## config.mk

```make
export PLATFORM = sky130hd
export DESIGN_NAME = jx2_ex_alu_resolve_flat
export DESIGN_NICKNAME = d
export VERILOG_FILES = /design/src/rtl/jx2_ex_alu_resolve_if.sv /design/src/rtl/jx2_ex_alu_resolve.sv /design/src/flat_wrapper.sv
export SDC_FILE = /design/constraint.sdc
export NUM_CORES = 1
export LEC_CHECK = 0
export CORE_AREA = 2 2 242 244
export CTS_BUF_LIST = sky130_fd_sc_hd__clkbuf_2 sky130_fd_sc_hd__clkbuf_4 sky130_fd_sc_hd__clkbuf_8
export DETAILED_ROUTE_END_ITERATION = 7
export DIE_AREA = 0 0 244 246
export PLACE_DENSITY_LB_ADDON = 0.15
export SYNTH_ARGS = -nofsm -noshare
export SYNTH_HDL_FRONTEND = slang
export SYNTH_SLANG_ARGS = --single-unit
```

## constraint.sdc

```tcl
create_clock -name clock -period 1.2 [get_ports clock]
set_clock_uncertainty 0.15 [all_clocks]
set_input_delay 0.3 -clock clock [delete_from_list [all_inputs] [get_ports clock]]
set_output_delay 0.3 -clock clock [all_outputs]
set_load 0.005 [all_outputs]
```

## src/rtl/jx2_ex_alu_resolve_if.sv

```systemverilog
// jx2_ex_alu_resolve_if: request/result bundle for the EX-stage ALU resolve
// block. The adder stage (master) drives the carry-select half-sums and the
// packed results; the resolve block (slave) returns the registered result.
interface jx2_ex_alu_resolve_if;
  logic        validIn;
  logic        holdIn;
  logic        flushIn;
  logic [3:0]  opIn;
  logic        tIn;
  logic [6:0]  regIdRnIn;
  logic        rmSign;
  logic        riSign;
  logic [32:0] addRmRi_A0;
  logic [32:0] addRmRi_A1;
  logic [32:0] addRmRi_B0;
  logic [32:0] addRmRi_B1;
  logic [32:0] subRmRi_A0;
  logic [32:0] subRmRi_A1;
  logic [32:0] subRmRi_B0;
  logic [32:0] subRmRi_B1;
  logic [63:0] aluPAddW;
  logic [63:0] aluPAddL;
  logic [63:0] aluPSubW;
  logic [63:0] aluPSubL;
  logic        validOut;
  logic [6:0]  regIdRnOut;
  logic [63:0] regValRnOut;
  logic        tOut;
  logic        tWrOut;
  logic        xHiOut;

  modport master (
    output validIn, holdIn, flushIn, opIn, tIn, regIdRnIn, rmSign, riSign,
    output addRmRi_A0, addRmRi_A1, addRmRi_B0, addRmRi_B1,
    output subRmRi_A0, subRmRi_A1, subRmRi_B0, subRmRi_B1,
    output aluPAddW, aluPAddL, aluPSubW, aluPSubL,
    input  validOut, regIdRnOut, regValRnOut, tOut, tWrOut, xHiOut
  );

  modport slave (
    input  validIn, holdIn, flushIn, opIn, tIn, regIdRnIn, rmSign, riSign,
    input  addRmRi_A0, addRmRi_A1, addRmRi_B0, addRmRi_B1,
    input  subRmRi_A0, subRmRi_A1, subRmRi_B0, subRmRi_B1,
    input  aluPAddW, aluPAddL, aluPSubW, aluPSubL,
    output validOut, regIdRnOut, regValRnOut, tOut, tWrOut, xHiOut
  );
endinterface

```

## src/rtl/jx2_ex_alu_resolve.sv

```systemverilog
// jx2_ex_alu_resolve: final EX-stage ALU step. Resolves the carry-select
// half-sums into a 64-bit add/sub result, evaluates compares into SR.T and
// registers the writeback (one cycle latency).
// Optional feature macro JX2_ALU_ADDX_EN: enables ADDX/SUBX (ops E/F), a
// two-step 128-bit add/sub carried through an IDLE/HI state machine. When the
// macro is undefined, ops E/F are NOPs and xHiOut is constant 0.
module jx2_ex_alu_resolve (
  input  logic                 clock,
  input  logic                 reset,
  jx2_ex_alu_resolve_if.slave  bus
);

  localparam int DATA_W = 64;
  localparam int HALF_W = 32;

  // Resolve one carry-select chain: {carry-out, 64-bit result}
  function automatic logic [DATA_W:0] carryChain(
    input logic [HALF_W:0] lo0,
    input logic [HALF_W:0] lo1,
    input logic [HALF_W:0] hi0,
    input logic [HALF_W:0] hi1,
    input logic            cIn
  );
    logic [HALF_W:0] lo;
    logic [HALF_W:0] hi;
    lo = cIn ? lo1 : lo0;
    hi = lo[HALF_W] ? hi1 : hi0;
    return {hi[HALF_W], hi[HALF_W-1:0], lo[HALF_W-1:0]};
  endfunction

  // Sign-extend the low word of a result to full width
  function automatic logic signed [DATA_W-1:0] signExtLow(
    input logic [DATA_W-1:0] v
  );
    logic signed [HALF_W-1:0] lo;
    lo = v[HALF_W-1:0];
    return DATA_W'(lo);
  endfunction

  logic              cIn;
  logic [DATA_W:0]   addRes;
  logic [DATA_W:0]   subRes;
  logic [DATA_W-1:0] addSum;
  logic [DATA_W-1:0] subSum;
  logic              addCo;
  logic              subCo;
  logic              ovf;

  logic              validNx;
  logic              tWrNx;
  logic              tNx;
  logic [6:0]        regIdNx;
  logic [DATA_W-1:0] regValNx;

  logic              validP1;
  logic              tWrP1;
  logic              tP1;
  logic [6:0]        regIdP1;
  logic [DATA_W-1:0] regValP1;

`ifdef JX2_ALU_ADDX_EN
  typedef enum logic {IDLE, HI} xState_t;
  xState_t state;
  xState_t stateNx;
  logic    xCarry;
  logic    xCarryNx;
  logic    hiPhase;

  assign hiPhase = (state == HI);
`endif

  // Carry-in selection per opcode
  always_comb begin
    cIn = 1'b0;
    case (bus.opIn)
      4'h2, 4'h5, 4'h6, 4'h7, 4'h9: cIn = 1'b1;
      4'h3:                         cIn = bus.tIn;
      4'h4:                         cIn = ~bus.tIn;
`ifdef JX2_ALU_ADDX_EN
      4'hE:                         cIn = hiPhase ? xCarry : 1'b0;
      4'hF:                         cIn = hiPhase ? xCarry : 1'b1;
`endif
      default:                      cIn = 1'b0;
    endcase
  end

  assign addRes = carryChain(bus.addRmRi_A0, bus.addRmRi_A1,
                             bus.addRmRi_B0, bus.addRmRi_B1, cIn);
  assign subRes = carryChain(bus.subRmRi_A0, bus.subRmRi_A1,
                             bus.subRmRi_B0, bus.subRmRi_B1, cIn);
  assign addSum = addRes[DATA_W-1:0];
  assign addCo  = addRes[DATA_W];
  assign subSum = subRes[DATA_W-1:0];
  assign subCo  = subRes[DATA_W];
  // Signed overflow of Rm - Ri: operand signs differ and result sign left Rm's
  assign ovf    = (bus.rmSign ^ bus.riSign) & (bus.rmSign ^ subSum[DATA_W-1]);

  // Opcode decode, flush handling and next-state selection
  always_comb begin
    validNx  = 1'b0;
    tWrNx    = 1'b0;
    tNx      = tP1;
    regIdNx  = regIdP1;
    regValNx = regValP1;
`ifdef JX2_ALU_ADDX_EN
    stateNx  = state;
    xCarryNx = xCarry;
`endif
    if (bus.flushIn) begin
`ifdef JX2_ALU_ADDX_EN
      stateNx = IDLE;
`endif
    end else if (bus.validIn) begin
`ifdef JX2_ALU_ADDX_EN
      // Any accepted op ends a pending high phase unless it is E/F below
      stateNx = IDLE;
`endif
      case (bus.opIn)
        4'h1: begin validNx = 1'b1; regIdNx = bus.regIdRnIn; regValNx = addSum; end
        4'h2: begin validNx = 1'b1; regIdNx = bus.regIdRnIn; regValNx = subSum; end
        4'h3: begin
          validNx = 1'b1; regIdNx = bus.regIdRnIn; regValNx = addSum;
          tNx = addCo; tWrNx = 1'b1;
        end
        4'h4: begin
          validNx = 1'b1; regIdNx = bus.regIdRnIn; regValNx = subSum;
          tNx = ~subCo; tWrNx = 1'b1;
        end
        4'h5: begin tNx = (subSum == '0); tWrNx = 1'b1; end
        4'h6: begin tNx = (subSum != '0) & (subSum[DATA_W-1] == ovf); tWrNx = 1'b1; end
        4'h7: begin tNx = subCo & (subSum != '0); tWrNx = 1'b1; end
        4'h8: begin validNx = 1'b1; regIdNx = bus.regIdRnIn; regValNx = signExtLow(addSum); end
        4'h9: begin validNx = 1'b1; regIdNx = bus.regIdRnIn; regValNx = signExtLow(subSum); end
        4'hA: begin validNx = 1'b1; regIdNx = bus.regIdRnIn; regValNx = bus.aluPAddW; end
        4'hB: begin validNx = 1'b1; regIdNx = bus.regIdRnIn; regValNx = bus.aluPAddL; end
        4'hC: begin validNx = 1'b1; regIdNx = bus.regIdRnIn; regValNx = bus.aluPSubW; end
        4'hD: begin validNx = 1'b1; regIdNx = bus.regIdRnIn; regValNx = bus.aluPSubL; end
`ifdef JX2_ALU_ADDX_EN
        4'hE: begin
          validNx = 1'b1; regIdNx = bus.regIdRnIn; regValNx = addSum;
          if (hiPhase) begin
            tNx = addCo; tWrNx = 1'b1;
          end else begin
            xCarryNx = addCo; stateNx = HI;
          end
        end
        4'hF: begin
          validNx = 1'b1; regIdNx = bus.regIdRnIn; regValNx = subSum;
          if (hiPhase) begin
            tNx = ~subCo; tWrNx = 1'b1;
          end else begin
            xCarryNx = subCo; stateNx = HI;
          end
        end
`endif
        default: ;
      endcase
    end
  end

  // Output register stage; holdIn freezes everything
  always_ff @(posedge clock or negedge reset) begin
    if (!reset) begin
      validP1  <= 1'b0;
      tWrP1    <= 1'b0;
      tP1      <= 1'b0;
      regIdP1  <= '0;
      regValP1 <= '0;
    end else if (!bus.holdIn) begin
      validP1  <= validNx;
      tWrP1    <= tWrNx;
      tP1      <= tNx;
      regIdP1  <= regIdNx;
      regValP1 <= regValNx;
    end
  end

`ifdef JX2_ALU_ADDX_EN
  // ADDX/SUBX phase register and carry between halves
  always_ff @(posedge clock or negedge reset) begin
    if (!reset) begin
      state  <= IDLE;
      xCarry <= 1'b0;
    end else if (!bus.holdIn) begin
      state  <= stateNx;
      xCarry <= xCarryNx;
    end
  end

  assign bus.xHiOut = hiPhase;
`else
  assign bus.xHiOut = 1'b0;
`endif

  assign bus.validOut    = validP1;
  assign bus.tWrOut      = tWrP1;
  assign bus.tOut        = tP1;
  assign bus.regIdRnOut  = regIdP1;
  assign bus.regValRnOut = regValP1;

endmodule
```

## src/flat_wrapper.sv

```systemverilog
// flat-port wrapper written by rule: the top's interface ports become plain ports
module jx2_ex_alu_resolve_flat 
  (clock, reset, bus_validIn, bus_holdIn, bus_flushIn, bus_opIn, bus_tIn, bus_regIdRnIn, bus_rmSign, bus_riSign, bus_addRmRi_A0, bus_addRmRi_A1, bus_addRmRi_B0, bus_addRmRi_B1, bus_subRmRi_A0, bus_subRmRi_A1, bus_subRmRi_B0, bus_subRmRi_B1, bus_aluPAddW, bus_aluPAddL, bus_aluPSubW, bus_aluPSubL, bus_validOut, bus_regIdRnOut, bus_regValRnOut, bus_tOut, bus_tWrOut, bus_xHiOut);
  jx2_ex_alu_resolve_if bus_i ();
  input  logic clock;
  input  logic reset;
  input wire logic [$bits(bus_i.validIn)-1:0] bus_validIn;
  input wire logic [$bits(bus_i.holdIn)-1:0] bus_holdIn;
  input wire logic [$bits(bus_i.flushIn)-1:0] bus_flushIn;
  input wire logic [$bits(bus_i.opIn)-1:0] bus_opIn;
  input wire logic [$bits(bus_i.tIn)-1:0] bus_tIn;
  input wire logic [$bits(bus_i.regIdRnIn)-1:0] bus_regIdRnIn;
  input wire logic [$bits(bus_i.rmSign)-1:0] bus_rmSign;
  input wire logic [$bits(bus_i.riSign)-1:0] bus_riSign;
  input wire logic [$bits(bus_i.addRmRi_A0)-1:0] bus_addRmRi_A0;
  input wire logic [$bits(bus_i.addRmRi_A1)-1:0] bus_addRmRi_A1;
  input wire logic [$bits(bus_i.addRmRi_B0)-1:0] bus_addRmRi_B0;
  input wire logic [$bits(bus_i.addRmRi_B1)-1:0] bus_addRmRi_B1;
  input wire logic [$bits(bus_i.subRmRi_A0)-1:0] bus_subRmRi_A0;
  input wire logic [$bits(bus_i.subRmRi_A1)-1:0] bus_subRmRi_A1;
  input wire logic [$bits(bus_i.subRmRi_B0)-1:0] bus_subRmRi_B0;
  input wire logic [$bits(bus_i.subRmRi_B1)-1:0] bus_subRmRi_B1;
  input wire logic [$bits(bus_i.aluPAddW)-1:0] bus_aluPAddW;
  input wire logic [$bits(bus_i.aluPAddL)-1:0] bus_aluPAddL;
  input wire logic [$bits(bus_i.aluPSubW)-1:0] bus_aluPSubW;
  input wire logic [$bits(bus_i.aluPSubL)-1:0] bus_aluPSubL;
  output wire logic [$bits(bus_i.validOut)-1:0] bus_validOut;
  output wire logic [$bits(bus_i.regIdRnOut)-1:0] bus_regIdRnOut;
  output wire logic [$bits(bus_i.regValRnOut)-1:0] bus_regValRnOut;
  output wire logic [$bits(bus_i.tOut)-1:0] bus_tOut;
  output wire logic [$bits(bus_i.tWrOut)-1:0] bus_tWrOut;
  output wire logic [$bits(bus_i.xHiOut)-1:0] bus_xHiOut;
  assign bus_i.validIn = bus_validIn;
  assign bus_i.holdIn = bus_holdIn;
  assign bus_i.flushIn = bus_flushIn;
  assign bus_i.opIn = bus_opIn;
  assign bus_i.tIn = bus_tIn;
  assign bus_i.regIdRnIn = bus_regIdRnIn;
  assign bus_i.rmSign = bus_rmSign;
  assign bus_i.riSign = bus_riSign;
  assign bus_i.addRmRi_A0 = bus_addRmRi_A0;
  assign bus_i.addRmRi_A1 = bus_addRmRi_A1;
  assign bus_i.addRmRi_B0 = bus_addRmRi_B0;
  assign bus_i.addRmRi_B1 = bus_addRmRi_B1;
  assign bus_i.subRmRi_A0 = bus_subRmRi_A0;
  assign bus_i.subRmRi_A1 = bus_subRmRi_A1;
  assign bus_i.subRmRi_B0 = bus_subRmRi_B0;
  assign bus_i.subRmRi_B1 = bus_subRmRi_B1;
  assign bus_i.aluPAddW = bus_aluPAddW;
  assign bus_i.aluPAddL = bus_aluPAddL;
  assign bus_i.aluPSubW = bus_aluPSubW;
  assign bus_i.aluPSubL = bus_aluPSubL;
  assign bus_validOut = bus_i.validOut;
  assign bus_regIdRnOut = bus_i.regIdRnOut;
  assign bus_regValRnOut = bus_i.regValRnOut;
  assign bus_tOut = bus_i.tOut;
  assign bus_tWrOut = bus_i.tWrOut;
  assign bus_xHiOut = bus_i.xHiOut;
  jx2_ex_alu_resolve u_core (.clock(clock), .reset(reset), .bus(bus_i));
endmodule
```

==> results of run 1 <==
==> cells in the mapped netlist, types with 2 or more instances <==
library cell	n
sky130_fd_sc_hd__o32a_1	33
sky130_fd_sc_hd__nand4_1	8
sky130_fd_sc_hd__and2_1	2
sky130_fd_sc_hd__nand2b_1	4
sky130_fd_sc_hd__nor2b_1	3
sky130_fd_sc_hd__dfrtp_1	74
sky130_fd_sc_hd__and3_1	3
sky130_fd_sc_hd__a21o_1	2
sky130_fd_sc_hd__nor3b_1	5
sky130_fd_sc_hd__nand2_1	215
sky130_fd_sc_hd__nor2_1	74
sky130_fd_sc_hd__buf_6	6
sky130_fd_sc_hd__a21oi_1	93
sky130_fd_sc_hd__mux2i_1	38
sky130_fd_sc_hd__a211o_1	2
sky130_fd_sc_hd__nand3_1	5
sky130_fd_sc_hd__nor4_1	32
sky130_fd_sc_hd__o211ai_1	32
sky130_fd_sc_hd__a31oi_1	32
sky130_fd_sc_hd__a221oi_1	31
sky130_fd_sc_hd__o21ai_0	4
sky130_fd_sc_hd__a22oi_1	66
sky130_fd_sc_hd__buf_1	2
sky130_fd_sc_hd__nor3_1	3
sky130_fd_sc_hd__a22o_1	32
sky130_fd_sc_hd__buf_2	15
sky130_fd_sc_hd__o21ai_1	2
sky130_fd_sc_hd__clkbuf_1	57
==> routing by layer <==
layer,wire [um],track usage (%),up-vias,part of all wire [%]
li1,-,-,5109,-
met1,23700,21.6,5166,39
met2,29900,34.6,472,50
met3,4480,5.85,81,7.4
met4,1890,6.71,14,3.1
met5,83,0,-,0.14
==> per-stage QoR <==
step | utilization (%) | std cells
2_1_floorplan | - | 898
3_5_place_dp | 26.8 | 2399
4_1_cts | 29.3 | 2468
6_report | 30.1 | 2510
5_1_grt | 30.1 | 2502
3_3_place_gp | 26.8 | 2399
==> layout make-up <==
class | instances | area share (%)
Timing Repair Buffer | 900 | 52.3
Sequential cell | 74 | 10.7
Antenna cell | 15 | 0.217
Clock buffer | 13 | 0.963
Inverter | 2 | 0.116
Multi-Input combinational cell | 741 | 30.2
Tap cell | 765 | 5.54
==> cells by family (layout without fill, tap and decap cells) <==
family | Yosys count | in the layout | share of synthesized area (%)
DFF | 74 | 74 | 27.8
other | 1 | 16 | 0.0563
xor gates and xnor gates | 1 | 1 | 0.132
buffers and inverters | 83 | 915 | 5.70
and+or+nand+nor | 362 | 362 | 23.7
muxes | 40 | 40 | 6.09
AOI/OAI and AO/OA | 336 | 336 | 36.3
adders and majority gates | 1 | 1 | 0.150
==> how the worst min path moves through the flow <==
| stage | from | cells after the start | end | slack (ps) |
|---|---|---|---|---|
| 3_5_place_dp | reset | 2 | u_core.bus.regIdRnOut[0] | 160 |
| 4_1_cts | bus_holdIn | 4 | u_core.bus.validOut | 140 |
| 3_3_place_gp | reset | 2 | u_core.bus.regIdRnOut[1] | 160 |
| 2_1_floorplan | reset | 0 | u_core.bus.regIdRnOut[0] | -150 |
| 6_report | bus_holdIn | 4 | u_core.bus.validOut | 80 |
| 5_1_grt | bus_holdIn | 3 | u_core.bus.tWrOut | 40 |
==> power groups by stage <==
stage	Clock [mW]	Sequential, mW	Combinational (mW)
detailed placement	0	3.51	6.70
finish	2.08	3.48	7.45
global route	2.27	3.54	7.97
floorplan	0	3.52	1.82
CTS	2.26	3.47	7.15
global placement	0	3.50	6.71
==> state kept, by name (all words and copies together), names as in the netlist <==
register	cells
u_core.bus.regValRnOut	64
u_core.bus.regIdRnOut	7
u_core.bus.tOut	1
u_core.bus.tWrOut	1
u_core.bus.validOut	1
==> worst max-delay path: cells and delay by family <==
kind / cells / cell delay, ps
compound gates: 3 / 880
simple gates: 3 / 440
buf+inv: 3 / 410
mux: 1 / 300
==> placed cells by master, fill, tap and decap left out, drive strengths merged, types with 2 or more instances in the layout <==
cell           synthesis  routed
a211o                  2       2
a21o                   3       3
a21oi                 94      94
a221oi                31      31
a22o                  32      32
a22oi                 66      66
a31oi                 32      32
and2                   2       2
and3                   3       3
buf                   24     366
clkbuf                57      15
clkdlybuf4s50          0     460
dfrtp                 74      74
diode                  0      15
dlygate4sd2            0      55
dlymetal6s2s           0      14
mux2i                 39      39
nand2                215     215
nand2b                 5       5
nand3                  5       5
nand4                  8       8
nor2                  76      76
nor2b                  3       3
nor3                   4       4
nor3b                  5       5
nor4                  32      32
nor4bb                 2       2
o211ai                32      32
o21ai                  6       6
o32a                  33      33
==> timing repair <==
| item | in CTS | in global routing |
|---|---|---|
| hold buffers | 1 | 0 |
| cloned | 20 | 0 |
| setup buffers | 40 | 27 |
| pin swaps | 77 | 36 |
| resized for setup | 550 | 60 |
| endpoints found under the hold margin | 74 | 0 |
| endpoints found under the setup margin | 148 | 148 |
==> metrics.txt, run 1 <==
# TYPE chip_impl_metric gauge
chip_impl_info{name="run_status",value="finished, violations left"} 1
chip_impl_info{name="violations",value="setup timing"} 1
chip_impl_metric{name="postSynthRegisterBits",unit=""} 74
chip_impl_info{name="root_buffer",value="sky130_fd_sc_hd__clkbuf_8"} 1
chip_impl_info{name="rr_endpoint",value="u_core.bus.tOut"} 1
chip_impl_metric{name="htree_levels",unit=""} 3
chip_impl_metric{name="synth_edf_count",unit=""} 0
chip_impl_metric{name="dieArea",unit="sq um"} 60000
chip_impl_metric{name="power_frac_comb",unit="%"} 57.2
chip_impl_metric{name="detail_route.iter0.violations",unit=""} 486
chip_impl_metric{name="grt_first_pass_wirelength",unit="um"} 82800
chip_impl_info{name="critical_path_class",value="in2reg"} 1
chip_impl_metric{name="hold_viol_final",unit=""} 0
chip_impl_metric{name="tns",unit="ps"} -67730
chip_impl_metric{name="detailedPlace.worstSlack",unit="ps"} -1960
chip_impl_metric{name="synthCells",unit=""} 898
chip_impl_metric{name="detail_route.first_pass.iterations",unit=""} 5
chip_impl_metric{name="power.sequential.fraction",unit="%"} 26.8
chip_impl_metric{name="internal_power",unit="mW"} 8.44
chip_impl_metric{name="critical_path.max_fanout",unit=""} 8
chip_impl_info{name="unrepaired_setup_endpoints_after_global_routing",value="yes"} 1
chip_impl_metric{name="synth_nets",unit=""} 1437
chip_impl_metric{name="ff2ff_path_depth",unit=""} 4
chip_impl_metric{name="placement.cell_area",unit="sq um"} 15400
chip_impl_info{name="cells_along_the_critical_path",value="buf_6 > nor4bb_4 > buf_4 > a21o_4 > nor2_4 > mux2i_2 > nand2_1 > a41o_4 > buf_12 > o32a_1"} 1
chip_impl_metric{name="die_width",unit="um"} 244
chip_impl_metric{name="final_net_count",unit=""} 2267
chip_impl_metric{name="pwr-share-clk",unit="%"} 16.0
chip_impl_metric{name="synthToLayoutAreaGrowth",unit="%"} 160
chip_impl_metric{name="antenna_found_initial",unit=""} 21
chip_impl_metric{name="cellPowerDensity",unit="nW/um^2"} 753
chip_impl_metric{name="ys_seq_area_share",unit="%"} 27.8
chip_impl_metric{name="netSwitchingFraction",unit="%"} 35.2
chip_impl_metric{name="cellLeakagePower",unit="nW"} 7.07
chip_impl_metric{name="cts.sinks",unit=""} 74
chip_impl_metric{name="viasPerCell",unit=""} 4.32
chip_impl_info{name="synth_top_flop_cell",value="sky130_fd_sc_hd__dfrtp_1"} 1
chip_impl_metric{name="slew_viol_final",unit=""} 0
chip_impl_metric{name="standard_cell_core_area",unit="sq um"} 57400
chip_impl_metric{name="first_global_vias",unit=""} 11590
chip_impl_metric{name="worstSkewPairLatency",unit="ps"} 420
chip_impl_metric{name="drive_gt1_share",unit="%"} 29.8
chip_impl_metric{name="final.setup.worst_slack",unit="ps"} -970
chip_impl_info{name="hold_class",value="in2reg"} 1
chip_impl_metric{name="synth.lib_cells_used.distinct",unit=""} 51
chip_impl_info{name="worstSetupEndpoint",value="u_core.bus.regValRnOut[54]"} 1
chip_impl_metric{name="n_fill_cell",unit=""} 6158
chip_impl_metric{name="period_minus_slack",unit="ps"} 2170
chip_impl_metric{name="drc",unit=""} 0
chip_impl_metric{name="routed_wire_length_per_instance",unit="um"} 23.9
chip_impl_metric{name="dpl.hpwl",unit="um"} 46600
chip_impl_metric{name="cts-root-to-sink-buffers",unit=""} 2
chip_impl_metric{name="maximum_vdd_drop",unit="mV"} 0.495
chip_impl_metric{name="cell_area_synth",unit="sq um"} 6660
chip_impl_info{name="post-synth-top-area-cell",value="sky130_fd_sc_hd__dfrtp_1"} 1
chip_impl_metric{name="clk_transition_reported_paths",unit="ps"} 90
chip_impl_metric{name="synthDominantCellAreaShare",unit="%"} 27.8
chip_impl_metric{name="critPathRequiredTime",unit="ps"} 1360
chip_impl_metric{name="sequential_cell_area",unit="sq um"} 1850
chip_impl_metric{name="postRouteWirelength",unit="um"} 60100
chip_impl_metric{name="antenna_left",unit=""} 0
chip_impl_metric{name="worst_hold_margin",unit="ps"} 80.3
chip_impl_metric{name="yosys_warnings",unit=""} 0
chip_impl_metric{name="global_route.usage.total",unit="%"} 19.3
chip_impl_metric{name="ioPinCount",unit=""} 614
chip_impl_metric{name="switching_power",unit="mW"} 4.58
chip_impl_metric{name="grt_remaining_overflow",unit=""} 0
chip_impl_metric{name="total_power",unit="mW"} 13.0
chip_impl_metric{name="cpPeakStageDelay",unit="ps"} 340
chip_impl_info{name="synth.top_cells.by_area",value="sky130_fd_sc_hd__dfrtp_1 (28%), sky130_fd_sc_hd__nand2_1 (12%), sky130_fd_sc_hd__a22oi_1 (7.4%)"} 1
chip_impl_metric{name="r2r_slack",unit="ps"} -70
chip_impl_metric{name="globalplace.congestion",unit=""} 0.889
chip_impl_info{name="worst_setup_path_start_kind",value="input port"} 1
chip_impl_metric{name="post_synth.cell_area_avg",unit="sq um"} 7.41
chip_impl_info{name="clock_tree_from_tritoncts",value="built"} 1
chip_impl_metric{name="final-setup-viol-count",unit=""} 147
chip_impl_metric{name="maximum_number_of_pins_on_one_net_before_global_route_repair",unit=""} 38
chip_impl_metric{name="numPortBuffers",unit=""} 612
chip_impl_metric{name="crit_path_dat",unit="ps"} 2330
chip_impl_metric{name="layout.cell_area.non_filler",unit="sq um"} 17300
chip_impl_metric{name="max_cap_violation_count",unit=""} 0
chip_impl_metric{name="multi_input_comb_area",unit="sq um"} 5220
chip_impl_metric{name="std_cell_rows",unit=""} 88
chip_impl_metric{name="post-route-period-util",unit="%"} 181
chip_impl_metric{name="achievable-frequency",unit="MHz"} 461
chip_impl_metric{name="vias",unit=""} 10842
chip_impl_info{name="worst_r2r_startpoint",value="u_core.bus.tOut"} 1
chip_impl_metric{name="postSynth.asyncResetShare",unit="%"} 100
chip_impl_info{name="worst_setup_sp",value="bus_opIn[3]"} 1
chip_impl_metric{name="start_util",unit="%"} 11.6
chip_impl_metric{name="cts_made_buffers",unit=""} 9
chip_impl_metric{name="chipHeight",unit="um"} 246
chip_impl_info{name="timing.critical_path.slowest_stage_cell",value="sky130_fd_sc_hd__a41o_4"} 1
chip_impl_info{name="end_kind",value="flop"} 1
No activity file was read; power rests on OpenSTA's default activity.
==> run 2, diff against run 1 <==
--- a/config.mk
+++ b/config.mk
@@ -5,10 +5,11 @@
 export SDC_FILE = /design/constraint.sdc
 export NUM_CORES = 1
 export LEC_CHECK = 0
-export CORE_AREA = 2 2 242 244
+export ABC_AREA = 1
+export CORE_AREA = 2 2 239 241
 export CTS_BUF_LIST = sky130_fd_sc_hd__clkbuf_2 sky130_fd_sc_hd__clkbuf_4 sky130_fd_sc_hd__clkbuf_8
 export DETAILED_ROUTE_END_ITERATION = 7
-export DIE_AREA = 0 0 244 246
+export DIE_AREA = 0 0 241 243
 export PLACE_DENSITY_LB_ADDON = 0.15
 export SYNTH_ARGS = -nofsm -noshare
 export SYNTH_HDL_FRONTEND = slang
==> metrics.txt, run 2 <==
# TYPE chip_impl_metric gauge
chip_impl_info{name="run_status",value="finished, violations left"} 1
chip_impl_info{name="violations",value="setup timing"} 1
chip_impl_metric{name="dpl.hpwl",unit="um"} 49500
chip_impl_metric{name="synthToLayoutAreaGrowth",unit="%"} 168
chip_impl_metric{name="post_synth_fa_ha_maj_area_fraction",unit="%"} 0
chip_impl_metric{name="multi_input_comb_area",unit="sq um"} 6730
chip_impl_metric{name="synth-compound-area-share",unit="%"} 22.3
chip_impl_metric{name="critPathRequiredTime",unit="ps"} 1390
chip_impl_metric{name="ys_seq_area_share",unit="%"} 25.3
chip_impl_info{name="layout.cells.most_common_list",value="sky130_fd_sc_hd__clkdlybuf4s50_1 (532), sky130_fd_sc_hd__nand2_1 (318), sky130_fd_sc_hd__buf_4 (201)"} 1
chip_impl_metric{name="globalplace.congestion",unit=""} 0.841
chip_impl_info{name="hold_class",value="in2async"} 1
chip_impl_metric{name="std_cell_rows",unit=""} 87
chip_impl_metric{name="largest_register_ffs",unit=""} 64
chip_impl_info{name="worst_setup_path_start_kind",value="input port"} 1
chip_impl_metric{name="n_fill_cell",unit=""} 6028
chip_impl_metric{name="post_synth.cell_area_avg",unit="sq um"} 6.05
chip_impl_info{name="yosysMostFrequentCell",value="sky130_fd_sc_hd__nand2_1"} 1
chip_impl_metric{name="grt_first_pass_wirelength",unit="um"} 87300
chip_impl_metric{name="ioPinCount",unit=""} 614
chip_impl_metric{name="achievable-frequency",unit="MHz"} 440
chip_impl_info{name="synth_top_family_by_area",value="simple AND/OR/NAND/NOR gates"} 1
chip_impl_metric{name="global_route.usage.total",unit="%"} 20.9
chip_impl_info{name="synth_top_flop_cell",value="sky130_fd_sc_hd__dfrtp_1"} 1
chip_impl_metric{name="start_util",unit="%"} 13.1
chip_impl_metric{name="cts.sinks",unit=""} 74
chip_impl_metric{name="crit_path_dat",unit="ps"} 2460
chip_impl_metric{name="cellPowerDensity",unit="nW/um^2"} 792
chip_impl_metric{name="antenna_found_initial",unit=""} 8
chip_impl_info{name="clock_tree_from_tritoncts",value="built"} 1
chip_impl_metric{name="post_synth_and_or_nand_nor_area_fraction",unit="%"} 43.1
chip_impl_metric{name="first_global_vias",unit=""} 12852
chip_impl_metric{name="synth_nets",unit=""} 1748
chip_impl_metric{name="postSynth.asyncResetShare",unit="%"} 100
chip_impl_metric{name="standard_cell_core_area",unit="sq um"} 56000
chip_impl_metric{name="final_net_count",unit=""} 2613
chip_impl_info{name="root_buffer",value="sky130_fd_sc_hd__clkbuf_8"} 1
chip_impl_info{name="critical_path_class",value="in2reg"} 1
chip_impl_metric{name="total_power",unit="mW"} 15.5
chip_impl_metric{name="maximum_vdd_drop",unit="mV"} 0.496
chip_impl_metric{name="chipHeight",unit="um"} 243
chip_impl_metric{name="hold_viol_final",unit=""} 0
chip_impl_metric{name="postRouteWirelength",unit="um"} 65000
chip_impl_metric{name="yosys_warnings",unit=""} 0
chip_impl_metric{name="maximum_number_of_pins_on_one_net_before_global_route_repair",unit=""} 39
chip_impl_metric{name="final.setup.worst_slack",unit="ps"} -1070
chip_impl_metric{name="detailedPlace.worstSlack",unit="ps"} -2470
chip_impl_info{name="end_kind",value="flop"} 1
chip_impl_metric{name="numPortBuffers",unit=""} 612
chip_impl_metric{name="synth_edf_count",unit=""} 0
chip_impl_metric{name="ff2ff_path_depth",unit=""} 4
chip_impl_metric{name="routed_wire_length_per_instance",unit="um"} 22.9
chip_impl_metric{name="synth_mux_area_share",unit="%"} 0
chip_impl_metric{name="postSynthRegisterBits",unit=""} 74
chip_impl_metric{name="synthCells",unit=""} 1209
chip_impl_metric{name="clk_transition_reported_paths",unit="ps"} 110
chip_impl_metric{name="worstSkewPairLatency",unit="ps"} 430
chip_impl_info{name="synth.top_cells.by_area",value="sky130_fd_sc_hd__dfrtp_1 (25%), sky130_fd_sc_hd__nand2_1 (19%), sky130_fd_sc_hd__nor2_1 (8.7%)"} 1
chip_impl_metric{name="dieArea",unit="sq um"} 58600
chip_impl_metric{name="post-route-period-util",unit="%"} 189
chip_impl_info{name="synth_common_cells",value="sky130_fd_sc_hd__nand2_1 (373), sky130_fd_sc_hd__nor2_1 (170), sky130_fd_sc_hd__dfrtp_1 (74)"} 1
chip_impl_metric{name="tns",unit="ps"} -79530
chip_impl_metric{name="slew_viol_final",unit=""} 0
chip_impl_metric{name="viasPerCell",unit=""} 4.29
chip_impl_info{name="final_common_cell",value="sky130_fd_sc_hd__clkdlybuf4s50_1"} 1
chip_impl_metric{name="critical_path.max_fanout",unit=""} 8
chip_impl_metric{name="sequential_cell_area",unit="sq um"} 1850
chip_impl_info{name="unrepaired_setup_endpoints_after_global_routing",value="yes"} 1
chip_impl_metric{name="placement.cell_area",unit="sq um"} 16000
chip_impl_metric{name="htree_levels",unit=""} 3
chip_impl_metric{name="vias",unit=""} 12166
chip_impl_metric{name="antenna_left",unit=""} 0
chip_impl_metric{name="synthDominantCellAreaShare",unit="%"} 25.3
chip_impl_metric{name="cellLeakagePower",unit="nW"} 7.93
chip_impl_metric{name="cts-root-to-sink-buffers",unit=""} 2
chip_impl_metric{name="max_cap_violation_count",unit=""} 0
chip_impl_metric{name="cell_area_synth",unit="sq um"} 7310
chip_impl_metric{name="worst_hold_margin",unit="ps"} 216
chip_impl_metric{name="final-setup-viol-count",unit=""} 147
chip_impl_metric{name="cts_made_buffers",unit=""} 9
chip_impl_metric{name="drc",unit=""} 0
chip_impl_info{name="post-synth-top-area-cell",value="sky130_fd_sc_hd__dfrtp_1"} 1
chip_impl_metric{name="detail_route.first_pass.iterations",unit=""} 5
chip_impl_metric{name="grt_remaining_overflow",unit=""} 0
chip_impl_metric{name="period_minus_slack",unit="ps"} 2270
chip_impl_metric{name="detail_route.iter0.violations",unit=""} 406
chip_impl_metric{name="synth.lib_cells_used.distinct",unit=""} 34
chip_impl_metric{name="die_width",unit="um"} 241
chip_impl_metric{name="parity_gate_share_of_the_synthesized_area_counting_xor_and_xnor_cells",unit="%"} 0
chip_impl_metric{name="drive_gt1_share",unit="%"} 36.8
chip_impl_metric{name="layout.cell_area.non_filler",unit="sq um"} 19600
## run 2: worst paths after layout
path	start	endpoint	slack [ps]
hold / removal	reset	u_core.bus.regValRnOut[40]	220
hold reg to reg	u_core.bus.validOut	u_core.bus.validOut	330
max in group asynchronous	reset	u_core.bus.regValRnOut[42]	190
setup / recovery	bus_opIn[0]	u_core.bus.tOut	-1070
setup reg to reg	u_core.bus.regValRnOut[23]	u_core.bus.regValRnOut[23]	140
min in group clock	bus_regIdRnIn[6]	u_core.bus.regIdRnOut[6]	250
## run 2: metrics by stage
stage	util, %	std cells
2_1_floorplan	-	1209
3_3_place_gp	28.5	2693
3_5_place_dp	28.5	2693
4_1_cts	32.6	2792
5_1_grt	35.0	2836
6_report	35.0	2838
## run 2: metal layers
| metal | share of wire, % | wire length (um) | vias up | track usage [%] |
|---|---|---|---|---|
| li1 | - | - | 5821 | - |
| met1 | 37 | 23800 | 5761 | 22.1 |
| met2 | 53 | 34200 | 495 | 40.0 |
| met3 | 7.5 | 4870 | 85 | 5.31 |
| met4 | 3.2 | 2100 | 4 | 6.41 |
| met5 | 0.035 | 23 | - | 0 |
## run 2: area by class of cell
type                    count  area share, %
clock inverters             4          0.498
inverters                  77           1.82
repair inverters            2          0.140
multi-input cells         974           34.4
well taps                 756           4.83
diodes                      3         0.0383
flip-flops and latches     74           9.45
repair buffers            936           48.1
clock buffers              12          0.811
## run 2: repair_timing
| item | CTS | global route |
|---|---|---|
| gates resized for setup | 689 | 225 |
| hold buffers | 2 | 0 |
| buffers inserted | 74 | 49 |
| endpoints found under the setup margin | 148 | 147 |
| endpoints found under the hold margin | 74 | 0 |
| cloned | 17 | 8 |
| pin swaps | 147 | 108 |
## run 2: report_power, final
part	internal, mW	total, mW	switching [mW]	leakage, nW
registers	3.17	3.55	0.381	0.847
clock network	1.52	2.85	1.33	0.126
logic	5.19	9.12	3.92	6.96
## run 2: cells by family (layout without fill, tap and decap cells)
group / Yosys count / count (layout)
buffers and inverters: 162 / 1031
other: 1 / 4
flip-flops: 74 / 74
AND/OR/NAND/NOR: 718 / 719
AO/OA/AOI/OAI: 254 / 254
## run 2: critical path, stage by stage
cell and delay [ps]:
sky130_fd_sc_hd__buf_12 110, sky130_fd_sc_hd__nor2_4 190, sky130_fd_sc_hd__nand2_4 90, sky130_fd_sc_hd__nand2_4 70, sky130_fd_sc_hd__nand2_4 80, sky130_fd_sc_hd__buf_4 150
sky130_fd_sc_hd__nand3_4 140, sky130_fd_sc_hd__buf_6 150, sky130_fd_sc_hd__nand2_8 70, sky130_fd_sc_hd__buf_4 140, sky130_fd_sc_hd__o21ai_4 130, sky130_fd_sc_hd__nand2_2 60
sky130_fd_sc_hd__nor2_2 120, sky130_fd_sc_hd__nand2_2 80, sky130_fd_sc_hd__nor2_2 130, sky130_fd_sc_hd__buf_6 120, sky130_fd_sc_hd__nand3_2 60, sky130_fd_sc_hd__nand2_1 50
sky130_fd_sc_hd__nand3_1 60, sky130_fd_sc_hd__nor2_1 80, sky130_fd_sc_hd__nor2_1 40
==> run 3, diff against run 2 <==
--- a/config.mk
+++ b/config.mk
@@ -6,10 +6,10 @@
 export NUM_CORES = 1
 export LEC_CHECK = 0
 export ABC_AREA = 1
-export CORE_AREA = 2 2 239 241
+export CORE_AREA = 2 2 240 242
 export CTS_BUF_LIST = sky130_fd_sc_hd__clkbuf_2 sky130_fd_sc_hd__clkbuf_4 sky130_fd_sc_hd__clkbuf_8
 export DETAILED_ROUTE_END_ITERATION = 7
-export DIE_AREA = 0 0 241 243
+export DIE_AREA = 0 0 242 244
 export PLACE_DENSITY_LB_ADDON = 0.15
 export SYNTH_ARGS = -nofsm -noshare
 export SYNTH_HDL_FRONTEND = slang
==> constraint.sdc (replaced) <==
create_clock -name clock -period 1.8 [get_ports clock]
set_clock_uncertainty 0.15 [all_clocks]
set_input_delay 0.45 -clock clock [delete_from_list [all_inputs] [get_ports clock]]
set_output_delay 0.45 -clock clock [all_outputs]
set_load 0.005 [all_outputs]
==> metrics.txt, run 3 (same netlist as run 2, synthesis figures left out) <==
# TYPE chip_impl_metric gauge
chip_impl_metric{name="grt_remaining_overflow",unit=""} 0
chip_impl_info{name="clock_tree_from_tritoncts",value="built"} 1
chip_impl_metric{name="std_cell_rows",unit=""} 87
chip_impl_metric{name="routed_wire_length_per_instance",unit="um"} 22.6
chip_impl_metric{name="drive_gt1_share",unit="%"} 28.8
chip_impl_info{name="layout.cells.most_common_list",value="sky130_fd_sc_hd__clkdlybuf4s50_1 (533), sky130_fd_sc_hd__nand2_1 (307), sky130_fd_sc_hd__buf_4 (167)"} 1
chip_impl_metric{name="viasPerCell",unit=""} 4.26
chip_impl_metric{name="cts_made_buffers",unit=""} 9
chip_impl_metric{name="max_slew.worst_pin.slew",unit="ps"} 513
chip_impl_info{name="final_common_cell",value="sky130_fd_sc_hd__clkdlybuf4s50_1"} 1
chip_impl_metric{name="slew_headroom",unit="%"} 65.8
chip_impl_metric{name="largest_register_ffs",unit=""} 64
chip_impl_metric{name="detail_route.iter0.violations",unit=""} 417
chip_impl_metric{name="first_global_vias",unit=""} 12485
chip_impl_metric{name="vias",unit=""} 11840
chip_impl_metric{name="hold_viol_final",unit=""} 0
chip_impl_metric{name="critPathRequiredTime",unit="ps"} 1990
chip_impl_metric{name="post-route-period-util",unit="%"} 134
chip_impl_metric{name="slew_viol_final",unit=""} 0
chip_impl_metric{name="cellPowerDensity",unit="nW/um^2"} 514
chip_impl_metric{name="numPortBuffers",unit=""} 612
chip_impl_metric{name="chipHeight",unit="um"} 244
chip_impl_info{name="timing.critical_path.slowest_stage_cell",value="sky130_fd_sc_hd__nor2_4"} 1
chip_impl_info{name="critical_path_class",value="in2reg"} 1
chip_impl_metric{name="antenna_found_initial",unit=""} 13
chip_impl_metric{name="drc",unit=""} 0
chip_impl_metric{name="final_net_count",unit=""} 2555
chip_impl_metric{name="standard_cell_core_area",unit="sq um"} 56200
chip_impl_metric{name="maximum_vdd_drop",unit="mV"} 0.368
chip_impl_metric{name="max_cap_violation_count",unit=""} 0
chip_impl_info{name="critical-path-top-delay-family",value="simple AND/OR/NAND/NOR gates"} 1
chip_impl_metric{name="cts.sinks",unit=""} 74
chip_impl_metric{name="period_minus_slack",unit="ps"} 2410
chip_impl_metric{name="final.setup.worst_slack",unit="ps"} -611
chip_impl_metric{name="synthToLayoutAreaGrowth",unit="%"} 156
chip_impl_metric{name="critical_path.max_fanout",unit=""} 6
chip_impl_metric{name="maximum_number_of_pins_on_one_net_before_global_route_repair",unit=""} 75
chip_impl_metric{name="postRouteWirelength",unit="um"} 62700
chip_impl_metric{name="cts-root-to-sink-buffers",unit=""} 2
chip_impl_metric{name="ioPinCount",unit=""} 614
chip_impl_metric{name="r2r_slack",unit="ps"} 850
chip_impl_metric{name="post-place-cells",unit=""} 2668
chip_impl_metric{name="cellLeakagePower",unit="nW"} 7.63
chip_impl_info{name="end_kind",value="flop"} 1
chip_impl_info{name="unrepaired_setup_endpoints_after_global_routing",value="yes"} 1
chip_impl_metric{name="total_power",unit="mW"} 9.62
chip_impl_metric{name="cpPeakStageDelay",unit="ps"} 210
chip_impl_metric{name="final-instance-count-excl-fill",unit=""} 2780
chip_impl_metric{name="start_util",unit="%"} 13.0
chip_impl_info{name="cells_along_the_critical_path",value="buf_12 > nor2_4 > nor2_4 > nor2_4 > buf_12 > buf_6 > nand3_4 > nand2_8 > buf_12 > nand2_1 > nand2_2 > nand2_1 > nor2_2 > nand2_2 > nor2_2 > buf_4 > nand3_2 > nand2_1 > nand3_1 > nor2_1 > nor2_1"} 1
chip_impl_info{name="run_status",value="finished, violations left"} 1
chip_impl_info{name="hold_class",value="reg2reg"} 1
chip_impl_metric{name="die_width",unit="um"} 242
chip_impl_metric{name="detail_route.first_pass.iterations",unit=""} 5
chip_impl_metric{name="dieArea",unit="sq um"} 59000
chip_impl_info{name="root_buffer",value="sky130_fd_sc_hd__clkbuf_8"} 1
chip_impl_metric{name="dpl.hpwl",unit="um"} 46900
chip_impl_metric{name="clk_transition_reported_paths",unit="ps"} 120
chip_impl_metric{name="final-setup-viol-count",unit=""} 73
chip_impl_metric{name="crit_path_dat",unit="ps"} 2600
chip_impl_metric{name="worst_hold_margin",unit="ps"} 336
chip_impl_metric{name="antenna_left",unit=""} 0
chip_impl_metric{name="global_route.usage.total",unit="%"} 19.5
chip_impl_metric{name="achievable-frequency",unit="MHz"} 415
chip_impl_metric{name="grt_first_pass_wirelength",unit="um"} 83800
chip_impl_metric{name="crit_buf_inv",unit=""} 5
chip_impl_info{name="violations",value="setup timing"} 1
chip_impl_metric{name="globalplace.congestion",unit=""} 0.893
chip_impl_metric{name="htree_levels",unit=""} 3
chip_impl_metric{name="worstSkewPairLatency",unit="ps"} 420
chip_impl_info{name="worst_setup_path_start_kind",value="input port"} 1
[run 3: changes by cell type in the layout (fill, tap and decap cells not counted), moves of 17 or more]
cell / change
sky130_fd_sc_hd__dlygate4sd2_1: +66
sky130_fd_sc_hd__buf_6: -25
sky130_fd_sc_hd__buf_2: -66
sky130_fd_sc_hd__a31oi_1: +26
sky130_fd_sc_hd__buf_4: -34
sky130_fd_sc_hd__nor2_1: +17
sky130_fd_sc_hd__a31oi_4: -23
[run 3: worst min-delay path, delay by kind of cell (launching register included)]
family | cells | cell delay (ps)
AND/OR/NAND/NOR | 2 | 110
flip-flops | 1 | 350
[run 3: worst paths after layout]
| kind | startpoint | endpoint | cells past startpoint |
|---|---|---|---|
| hold reg to reg | u_core.bus.regIdRnOut[5] | u_core.bus.regIdRnOut[5] | 2 |
| max in group asynchronous | reset | u_core.bus.regValRnOut[5] | 3 |
| setup / recovery | bus_opIn[0] | u_core.bus.tOut | 21 |
| hold / removal | u_core.bus.regIdRnOut[5] | u_core.bus.regIdRnOut[5] | 2 |
| setup reg to reg | u_core.bus.regValRnOut[21] | u_core.bus.regValRnOut[21] | 3 |
| min in group asynchronous | reset | u_core.bus.regValRnOut[40] | 3 |
[run 3: timing repair]
action,4_1_cts,5_1_grt
pin swaps,106,107
buffers inserted,43,40
endpoints found under the setup margin,147,74
gates cloned,11,10
hold endpoints to repair,74,0
hold buffers,1,0
gates resized for setup,329,212
[run 3: per-stage QoR]
| step | area (sq um) | worst slack [ps] | util [%] | TNS [ps] |
|---|---|---|---|---|
| 2_1_floorplan | 7480 | -507 | - | -23300 |
| 3_3_place_gp | 15800 | -1780 | 28.2 | -108880 |
| 3_5_place_dp | 15800 | -1770 | 28.2 | -109760 |
| 4_1_cts | 17400 | -702 | 31.0 | -25340 |
| 5_1_grt | 18700 | -750 | 33.3 | -30690 |
| 6_report | 18700 | -611 | 33.3 | -26560 |
[run 3: where the power goes]
part	internal (mW)	leakage, nW	switching, mW
Combinational	3.17	6.67	2.36
Sequential	2.11	0.847	0.281
Clock	0.821	0.112	0.885
[run 3: area by class of cell]
class | instances | area (sq um)
Clock buffer | 10 | 138
Tap cell | 756 | 946
Multi-Input combinational cell | 973 | 6170
Inverter | 77 | 352
Timing Repair inverter | 2 | 17.5
Timing Repair Buffer | 879 | 9130
Antenna cell | 3 | 7.51
Fill cell | 6055 | 37500
Sequential cell | 74 | 1850
Clock inverter | 6 | 90.1
[run 3: layer usage]
layer,global-route usage (%),wire [um],vias up
li1,-,-,5698
met1,20.6,23800,5582
met2,36.6,32600,462
met3,5.55,4210,82
met4,7.37,1950,16
met5,0,115,-
